<file path="src/rtl/pool_pkg.sv">
// Shared definitions for the pooling sequencer: FSM states, pool-size
// encodings and default widths.
package pool_pkg;

  localparam int DEF_ADDR_WIDTH = 12;
  localparam int DEF_DATA_WIDTH = 32;
  localparam int DEF_DIM_WIDTH  = 4;

  // Headroom bits above DATA_WIDTH so a 4x4 window sum cannot overflow.
  localparam int ACC_GUARD_BITS = 4;

  typedef enum logic [2:0] {
    S_IDLE,
    S_CHECK,
    S_READ,
    S_DRAIN,
    S_WRITE,
    S_FIN
  } state_t;

  // Window side is 1 << encoding; the top encoding is reserved as illegal.
  typedef enum logic [1:0] {
    POOL_1       = 2'd0,
    POOL_2       = 2'd1,
    POOL_4       = 2'd2,
    POOL_ILLEGAL = 2'd3
  } pool_log2_t;

  function automatic logic [3:0] pool_side(input logic [1:0] log2);
    return 4'd1 << log2;
  endfunction

endpackage

</file>
<file path="src/rtl/pool_addr_gen.sv">
// Window/offset counters and the read/write address arithmetic for the
// pooling sequencer. Counters always point at the next read to issue.
module pool_addr_gen
  import pool_pkg::*;
#(
  parameter int ADDR_WIDTH = DEF_ADDR_WIDTH,
  parameter int DIM_WIDTH  = DEF_DIM_WIDTH
) (
  input  logic                  clk,
  input  logic                  rst,
  input  logic                  i_clear,
  input  logic                  i_step_off,
  input  logic                  i_step_win,
  input  logic [1:0]            i_pool_log2,
  input  logic [DIM_WIDTH-1:0]  i_stride,
  input  logic [DIM_WIDTH-1:0]  i_dim,
  input  logic [DIM_WIDTH-1:0]  i_out_dim,
  input  logic [ADDR_WIDTH-1:0] i_in_addr,
  input  logic [ADDR_WIDTH-1:0] i_out_addr,
  output logic [ADDR_WIDTH-1:0] o_rd_addr,
  output logic [ADDR_WIDTH-1:0] o_wr_addr,
  output logic                  o_first_off,
  output logic                  o_last_off,
  output logic                  o_last_win
);

  localparam int WIN_W = 2 * DIM_WIDTH;

  logic [1:0]            r_wr;
  logic [1:0]            r_wc;
  logic [DIM_WIDTH-1:0]  r_orow;
  logic [DIM_WIDTH-1:0]  r_ocol;
  logic [WIN_W-1:0]      r_win_idx;

  logic [1:0]            w_pool_m1;
  logic [DIM_WIDTH-1:0]  w_out_m1;
  logic [ADDR_WIDTH-1:0] w_row;
  logic [ADDR_WIDTH-1:0] w_col;

  assign w_pool_m1 = 2'(pool_side(i_pool_log2) - 4'd1);
  assign w_out_m1  = i_out_dim - DIM_WIDTH'(1);

  // Step the in-window offset (wc fastest) and the window position (ocol fastest).
  always_ff @(posedge clk) begin
    // NOTE: every register here uses <= so all counters update from the
    // pre-edge values together; blocking = would let later lines see new values.
    if (rst || i_clear) begin
      r_wr      <= '0;
      r_wc      <= '0;
      r_orow    <= '0;
      r_ocol    <= '0;
      r_win_idx <= '0;
    end else begin
      if (i_step_off) begin
        if (r_wc == w_pool_m1) begin
          r_wc <= '0;
          r_wr <= (r_wr == w_pool_m1) ? 2'd0 : r_wr + 2'd1;
        end else begin
          r_wc <= r_wc + 2'd1;
        end
      end
      if (i_step_win) begin
        r_win_idx <= r_win_idx + WIN_W'(1);
        if (r_ocol == w_out_m1) begin
          r_ocol <= '0;
          r_orow <= r_orow + DIM_WIDTH'(1);
        end else begin
          r_ocol <= r_ocol + DIM_WIDTH'(1);
        end
      end
    end
  end

  // All address terms are carried at ADDR_WIDTH so the sums wrap naturally.
  assign w_row     = ADDR_WIDTH'(r_orow) * ADDR_WIDTH'(i_stride) + ADDR_WIDTH'(r_wr);
  assign w_col     = ADDR_WIDTH'(r_ocol) * ADDR_WIDTH'(i_stride) + ADDR_WIDTH'(r_wc);
  assign o_rd_addr = i_in_addr + w_row * ADDR_WIDTH'(i_dim) + w_col;
  assign o_wr_addr = i_out_addr + ADDR_WIDTH'(r_win_idx);

  assign o_first_off = (r_wr == 2'd0) && (r_wc == 2'd0);
  assign o_last_off  = (r_wr == w_pool_m1) && (r_wc == w_pool_m1);
  assign o_last_win  = (r_orow == w_out_m1) && (r_ocol == w_out_m1);

endmodule

</file>
<file path="src/rtl/pool_sequencer.sv">
// Average-pooling job sequencer: accepts a descriptor, streams pool x pool
// reads per output window from a shared memory, sums them and writes the
// mean back, one window after another with no idle gap.
module pool_sequencer
  import pool_pkg::*;
#(
  parameter int ADDR_WIDTH = DEF_ADDR_WIDTH,
  parameter int DATA_WIDTH = DEF_DATA_WIDTH,
  parameter int DIM_WIDTH  = DEF_DIM_WIDTH
) (
  input  logic                  clk,
  input  logic                  rst,
  input  logic                  cmd_valid,
  output logic                  cmd_ready,
  input  logic [1:0]            cmd_pool_log2,
  input  logic [DIM_WIDTH-1:0]  cmd_stride,
  input  logic [DIM_WIDTH-1:0]  cmd_dim,
  input  logic [ADDR_WIDTH-1:0] cmd_in_addr,
  input  logic [ADDR_WIDTH-1:0] cmd_out_addr,
  output logic                  mem_rd_en,
  output logic [ADDR_WIDTH-1:0] mem_rd_addr,
  input  logic [DATA_WIDTH-1:0] mem_rd_data,
  output logic                  mem_wr_en,
  output logic [ADDR_WIDTH-1:0] mem_wr_addr,
  output logic [DATA_WIDTH-1:0] mem_wr_data,
  output logic                  busy,
  output logic                  done,
  output logic                  err
);

  localparam int ACC_WIDTH = DATA_WIDTH + ACC_GUARD_BITS;
  localparam int CMP_W     = (DIM_WIDTH > 4) ? DIM_WIDTH : 4;

  state_t                r_state;
  pool_log2_t            r_pool_log2;
  logic [DIM_WIDTH-1:0]  r_stride;
  logic [DIM_WIDTH-1:0]  r_dim;
  logic [DIM_WIDTH-1:0]  r_out_dim;
  logic [ADDR_WIDTH-1:0] r_in_addr;
  logic [ADDR_WIDTH-1:0] r_out_addr;

  logic                  r_mem_rd_en;
  logic [ADDR_WIDTH-1:0] r_mem_rd_addr;
  logic                  r_iss_first;
  logic                  r_last_iss;
  logic                  r_rd_vld;
  logic                  r_rd_first;
  logic [ACC_WIDTH-1:0]  r_acc;
  logic                  r_mem_wr_en;
  logic [ADDR_WIDTH-1:0] r_mem_wr_addr;
  logic [DATA_WIDTH-1:0] r_mem_wr_data;
  logic                  r_last_win;
  logic                  r_done;
  logic                  r_err;

  logic [3:0]            w_pool;
  logic                  w_illegal;
  logic [DIM_WIDTH-1:0]  w_out_dim;
  logic [2:0]            w_shift;
  logic [ACC_WIDTH-1:0]  w_acc_next;
  logic [DATA_WIDTH-1:0] w_avg;
  logic                  w_accept;
  logic                  w_issue;
  logic                  w_step_win;
  logic [ADDR_WIDTH-1:0] w_rd_addr;
  logic [ADDR_WIDTH-1:0] w_wr_addr;
  logic                  w_first_off;
  logic                  w_last_off;
  logic                  w_last_win;

  assign w_pool    = pool_side(r_pool_log2);
  assign w_illegal = (r_stride == '0) || (r_dim == '0) ||
                     (r_pool_log2 == POOL_ILLEGAL) ||
                     (CMP_W'(w_pool) > CMP_W'(r_dim));
  // Only consumed when the job is legal, so stride is never zero here.
  assign w_out_dim = (r_dim - DIM_WIDTH'(w_pool)) / r_stride + DIM_WIDTH'(1);

  // Dividing by pool*pool is a shift by twice the pool encoding.
  assign w_shift    = {r_pool_log2, 1'b0};
  assign w_acc_next = (r_rd_first ? '0 : r_acc) + ACC_WIDTH'(mem_rd_data);
  assign w_avg      = DATA_WIDTH'(w_acc_next >> w_shift);

  assign w_accept   = (r_state == S_IDLE) && cmd_valid;
  assign w_issue    = ((r_state == S_CHECK) && !w_illegal) ||
                      ((r_state == S_READ)  && !r_last_iss) ||
                      ((r_state == S_WRITE) && !r_last_win);
  // The window advances while draining, so its first read can issue from WRITE.
  assign w_step_win = (r_state == S_DRAIN);

  pool_addr_gen #(
    .ADDR_WIDTH (ADDR_WIDTH),
    .DIM_WIDTH  (DIM_WIDTH)
  ) u_addr_gen (
    .clk         (clk),
    .rst         (rst),
    .i_clear     (w_accept),
    .i_step_off  (w_issue),
    .i_step_win  (w_step_win),
    .i_pool_log2 (r_pool_log2),
    .i_stride    (r_stride),
    .i_dim       (r_dim),
    .i_out_dim   (r_out_dim),
    .i_in_addr   (r_in_addr),
    .i_out_addr  (r_out_addr),
    .o_rd_addr   (w_rd_addr),
    .o_wr_addr   (w_wr_addr),
    .o_first_off (w_first_off),
    .o_last_off  (w_last_off),
    .o_last_win  (w_last_win)
  );

  // FSM with registered memory strobes, result pulses and the window accumulator.
  always_ff @(posedge clk) begin
    if (rst) begin
      r_state       <= S_IDLE;
      r_pool_log2   <= POOL_1;
      r_stride      <= '0;
      r_dim         <= '0;
      r_out_dim     <= '0;
      r_in_addr     <= '0;
      r_out_addr    <= '0;
      r_mem_rd_en   <= 1'b0;
      r_mem_rd_addr <= '0;
      r_iss_first   <= 1'b0;
      r_last_iss    <= 1'b0;
      r_rd_vld      <= 1'b0;
      r_rd_first    <= 1'b0;
      r_acc         <= '0;
      r_mem_wr_en   <= 1'b0;
      r_mem_wr_addr <= '0;
      r_mem_wr_data <= '0;
      r_last_win    <= 1'b0;
      r_done        <= 1'b0;
      r_err         <= 1'b0;
    end else begin
      r_mem_rd_en <= 1'b0;
      r_mem_wr_en <= 1'b0;
      r_done      <= 1'b0;
      r_err       <= 1'b0;

      // Read data returns one cycle after the strobe; track it alongside.
      r_rd_vld   <= r_mem_rd_en;
      r_rd_first <= r_iss_first;
      if (r_rd_vld) r_acc <= w_acc_next;

      case (r_state)
        S_IDLE: begin
          if (cmd_valid) begin
            r_pool_log2 <= pool_log2_t'(cmd_pool_log2);
            r_stride    <= cmd_stride;
            r_dim       <= cmd_dim;
            r_in_addr   <= cmd_in_addr;
            r_out_addr  <= cmd_out_addr;
            r_state     <= S_CHECK;
          end
        end
        S_CHECK: begin
          if (w_illegal) begin
            r_err   <= 1'b1;
            r_state <= S_IDLE;
          end else begin
            r_out_dim <= w_out_dim;
            r_state   <= S_READ;
          end
        end
        S_READ: begin
          if (r_last_iss) r_state <= S_DRAIN;
        end
        S_DRAIN: begin
          r_mem_wr_en   <= 1'b1;
          r_mem_wr_addr <= w_wr_addr;
          r_mem_wr_data <= w_avg;
          r_last_win    <= w_last_win;
          r_state       <= S_WRITE;
        end
        S_WRITE: begin
          if (r_last_win) begin
            r_done  <= 1'b1;
            r_state <= S_FIN;
          end else begin
            r_state <= S_READ;
          end
        end
        S_FIN:   r_state <= S_IDLE;
        default: r_state <= S_IDLE;
      endcase

      if (w_issue) begin
        r_mem_rd_en   <= 1'b1;
        r_mem_rd_addr <= w_rd_addr;
        r_iss_first   <= w_first_off;
        r_last_iss    <= w_last_off;
      end
    end
  end

  // Gated by rst so ready is low throughout reset yet high on the very
  // first cycle after it is released.
  assign cmd_ready   = (r_state == S_IDLE) && !rst;
  assign busy        = (r_state != S_IDLE);
  assign done        = r_done;
  assign err         = r_err;
  assign mem_rd_en   = r_mem_rd_en;
  assign mem_rd_addr = r_mem_rd_addr;
  assign mem_wr_en   = r_mem_wr_en;
  assign mem_wr_addr = r_mem_wr_addr;
  assign mem_wr_data = r_mem_wr_data;

endmodule

</file>
<file path="config.mk">
export PLATFORM = sky130hd
export DESIGN_NAME = pool_sequencer
export DESIGN_NICKNAME = d
export VERILOG_FILES = /design/src/rtl/pool_pkg.sv /design/src/rtl/pool_addr_gen.sv /design/src/rtl/pool_sequencer.sv
export SDC_FILE = /design/constraint.sdc
export NUM_CORES = 1
export LEC_CHECK = 0
export CELL_PAD_IN_SITES_DETAIL_PLACEMENT = 1
export CELL_PAD_IN_SITES_GLOBAL_PLACEMENT = 2
export CORE_ASPECT_RATIO = 0.6
export CORE_MARGIN = 8
export CORE_UTILIZATION = 37
export CTS_BUF_LIST = sky130_fd_sc_hd__clkbuf_16
export CTS_CLUSTER_SIZE = 16
export DETAILED_ROUTE_END_ITERATION = 8
export PLACE_DENSITY_LB_ADDON = 0.1
export SKIP_LAST_GASP = 1
export SYNTH_ARGS = -nofsm -noshare
export SYNTH_HDL_FRONTEND = slang
export SYNTH_SLANG_ARGS = --single-unit
export TNS_END_PERCENT = 1
</file>
<file path="constraint.sdc">
create_clock -name clk -period 14.47 [get_ports clk]
set_input_delay 2.894 -clock clk [delete_from_list [all_inputs] [get_ports clk]]
set_output_delay 2.894 -clock clk [all_outputs]
set_load 0.01 [all_outputs]
</file>
==> results.py <==
metrics = {
    "placed_design": {
        "dp_hpwl_um": 33200,
        "numPortBuffers": 130,
        "gp_congestion": 0.902,
        "dpl_cell_area_mm2": 0.0139,
    },
    "power_and_ir_drop": {
        "p_int_mw": 0.813,
        "power.leakage_nw": 6.14,
        "p_per_area_mw_per_mm2": 83.4,
        "p_sw_share_pct": 32.4,
        "p_switching_mw": 0.389,
        "p_comb_share_pct": 23.3,
        "peakVddDrop_v": 0.0000852,
        "pwr-share-clk_pct": 37.5,
        "seq_power_share_pct": 39.2,
    },
    "critical_path": {
        "endpoint_kind": "flip-flop",
        "crit_arrival_ns": 7.20,
        "crit_type": "reg2reg",
        "worstReg2RegStart": "r_pool_log2[0]",
        "required_ns": 14.82,
        "cp-start-kind": "flip-flop",
        "timing.critical_path.from": "r_pool_log2[0]",
        "critPathMaxFanout": 32,
    },
    "worst_hold_path": {
        "hp-class": "reg2reg",
        "hold_start": "mem_rd_addr[0]",
    },
    "final_layout": {
        "seqCellArea_mm2": 0.00324,
        "n_antenna_cell": 0,
        "final_common_cell": "nand2_1",
        "fin_nets": 1805,
        "drive_above_1_share_pct": 5.00,
        "final_cell_mix": "nand2_1 (212), dfxtp_1 (161), nor2_1 (133)",
        "multi_input_area_mm2": 0.00832,
        "syn_to_final_growth_pct": 17.8,
        "fill_cells": 3884,
        "final_area_mm2": 0.0144,
    },
    "synthesis": {
        "synth.distinct_cells": 72,
        "synth.cell_area_mm2": 0.0122,
        "synth_area_per_cell_um2": 8.14,
        "async_reset_ff_share_pct": 0,
        "ys_ff_latch": 162,
        "yosysSeqAreaShare_pct": 26.5,
        "syn_inst": 1504,
        "synth_nets": 1723,
        "synth_flop_cell": "dfxtp_1",
        "ys_warn_count": 0,
        "synth_edf_count": 0,
    },
    "clock_tree": {
        "cts_max_level": 4,
        "clkSinkCount": 162,
        "cts_tree": "yes",
        "cts_setup_buffers": 0,
        "cts-buffers-inserted": 17,
        "cts_resized": 0,
        "clock_path_buffers": 2,
        "clockRootBuffer": "clkbuf_16",
        "cts_hold_buffers": 0,
        "clk_pin_slew_ns": 0.07,
        "clk_latency_ns": 0.45,
    },
    "routing": {
        "via_per_inst": 5.39,
        "drt_iter0_markers": 732,
        "routedWlPerCell_um": 21.0,
        "drc": 0,
        "detail-route-antenna-nets": 0,
        "wl_um": 42500,
        "firstDrtPassIters": 5,
        "num_vias": 10900,
    },
    "grt": {
        "antenna_found_initial": 2,
        "grt-ovfl-total": 0,
        "track_usage_pct": 21.7,
        "grt_max_degree": 69,
        "grt_pass1_vias": 11300,
        "grt_first_pass_wirelength_um": 66900,
    },
    "floorplan": {
        "dieArea_mm2": 0.0394,
        "boundaryPins": 131,
        "start_util_pct": 37.7,
        "die_h_um": 157,
        "die_w_um": 251,
        "fp.coreArea_mm2": 0.0325,
        "fp-row-count": 51,
    },
    "sta": {
        "slew_headroom_pct": 30.2,
        "tns_ns": 0,
        "post-route-min-period_ns": 6.85,
        "finalCritPeriodShare_pct": 47.4,
        "fmax_ghz": 0.146,
        "slew_violations": 0,
        "final-setup-viol-count": 0,
        "tightest_slew_ns": 1.05,
        "skew_ns": 0.0160,
        "hold_viol_final": 0,
        "rsz0062_at_grt": "false",
    },
    "status": {
        "status": "finished clean",
    },
    "run": {
        "drv_cap": 0,
    },
}
==> per-stage QoR <==
| step | setup slack, ns | instances | hold WS, ns | utilization, % | power [mW] |
|---|---|---|---|---|---|
| 3_5_place_dp | 7.65 | 1991 | 0.444 | 42.7 | 0.755 |
| 4_1_cts | 7.65 | 2023 | 0.454 | 44.4 | 1.21 |
| 6_report | 7.62 | 2023 | 0.454 | 44.4 | 1.20 |
| 3_3_place_gp | 7.66 | 1991 | 0.439 | 42.7 | 0.747 |
| 5_1_grt | 7.26 | 2023 | 0.464 | 44.4 | 1.26 |
| 2_1_floorplan | 8.01 | 1504 | 0.427 | - | 0.663 |
==> final timing paths <==
kind,slack (ns),cells past startpoint,end
worst max-delay path,7.62,27,r_out_dim[2]
worst min-delay path,0.45,2,mem_rd_addr[0]
worst max register to register,7.62,27,r_out_dim[2]
worst min register to register,0.45,2,mem_rd_addr[0]
==> state kept, by name, summed over array words and instances, names as in the netlist, 2 cells and up <==
register              flops
u_addr_gen.r_ocol         4
r_out_addr               12
r_pool_log2               2
u_addr_gen.r_win_idx      8
r_state                   3
mem_wr_data              32
u_addr_gen.r_orow         4
mem_wr_addr              12
r_in_addr                12
r_dim                     4
r_out_dim                 4
u_addr_gen.r_wr           2
u_addr_gen.r_wc           2
mem_rd_addr              12
r_stride                  4
r_acc                    36
==> critical path, stage by stage (launching register included) <==
cell      delay [ns]
dfxtp_1         0.53
inv_1           0.07
buf_4           0.30
nor2_1          0.30
inv_1           0.17
ha_1            0.30
a21o_1          0.18
a21oi_1         0.18
xnor2_1         0.17
ha_1            0.28
a21oi_1         0.21
ha_1            0.28
o21a_1          0.13
o211ai_1        0.40
mux2_2          0.41
ha_1            0.31
o21a_1          0.15
o21a_1          0.14
nor2_1          0.07
nor2_1          0.33
mux2_2          0.39
ha_1            0.28
a21o_1          0.16
a21oi_1         0.29
inv_1           0.08
ha_1            0.21
xor2_1          0.16
a211oi_1        0.25
==> synth_stat cells, types with 7 or more instances <==
cell / number / area (um^2)
nand2_1: 212 / 796
dfxtp_1: 162 / 3240
nor2_1: 136 / 510
a21oi_1: 128 / 641
ha_1: 106 / 1330
inv_1: 106 / 398
clkbuf_1: 70 / 263
mux2i_1: 62 / 621
xnor2_1: 53 / 464
nor2b_1: 50 / 313
fa_1: 44 / 881
o21ai_0: 37 / 185
xor2_1: 36 / 315
and2_1: 30 / 188
a21o_1: 28 / 210
nor3_1: 27 / 135
nand3_1: 26 / 130
a211oi_1: 20 / 150
a22o_1: 19 / 166
and3_1: 10 / 62.6
nand2b_1: 10 / 62.6
nand4_1: 9 / 56.3
o21a_1: 9 / 67.6
o21bai_1: 9 / 67.6
or2_2: 7 / 43.8
==> cells by family (layout without fill, tap and decap cells) <==
| logic type | after synthesis | count (layout) | share of synthesized area [%] |
|---|---|---|---|
| compound gates | 317 | 317 | 17.2 |
| xor+xnor | 90 | 90 | 6.55 |
| buf+inv | 184 | 279 | 5.65 |
| flops | 162 | 162 | 26.5 |
| mux | 72 | 72 | 6.54 |
| simple gates | 529 | 529 | 19.5 |
| fa+ha+maj | 150 | 150 | 18.0 |
==> per-layer routing <==
| metal | global-route usage (%) | routed length, um |
|---|---|---|
| met1 | 33.7 | 23200 |
| met2 | 29.3 | 16300 |
| met3 | 5.80 | 2570 |
| met4 | 3.67 | 420 |
| met5 | 0 | 13 |
==> power groups by stage <==
| stage | Combinational, mW | Clock (mW) | Sequential [mW] |
|---|---|---|---|
| floorplan | 0.190 | 0 | 0.474 |
| global placement | 0.266 | 0 | 0.481 |
| detailed placement | 0.274 | 0 | 0.481 |
| CTS | 0.278 | 0.464 | 0.471 |
| global route | 0.307 | 0.483 | 0.473 |
| finish | 0.280 | 0.451 | 0.471 |
==> layout make-up <==
| cell class | count | share of cell area, % |
|---|---|---|
| Tap cell | 424 | 3.68 |
| Sequential cell | 162 | 22.5 |
| Inverter | 108 | 2.81 |
| Clock inverter | 15 | 0.911 |
| Clock buffer | 17 | 2.95 |
| Multi-Input combinational cell | 1158 | 57.7 |
| Timing Repair Buffer | 139 | 9.48 |
Note: power is estimated with default switching activity, not from simulation.
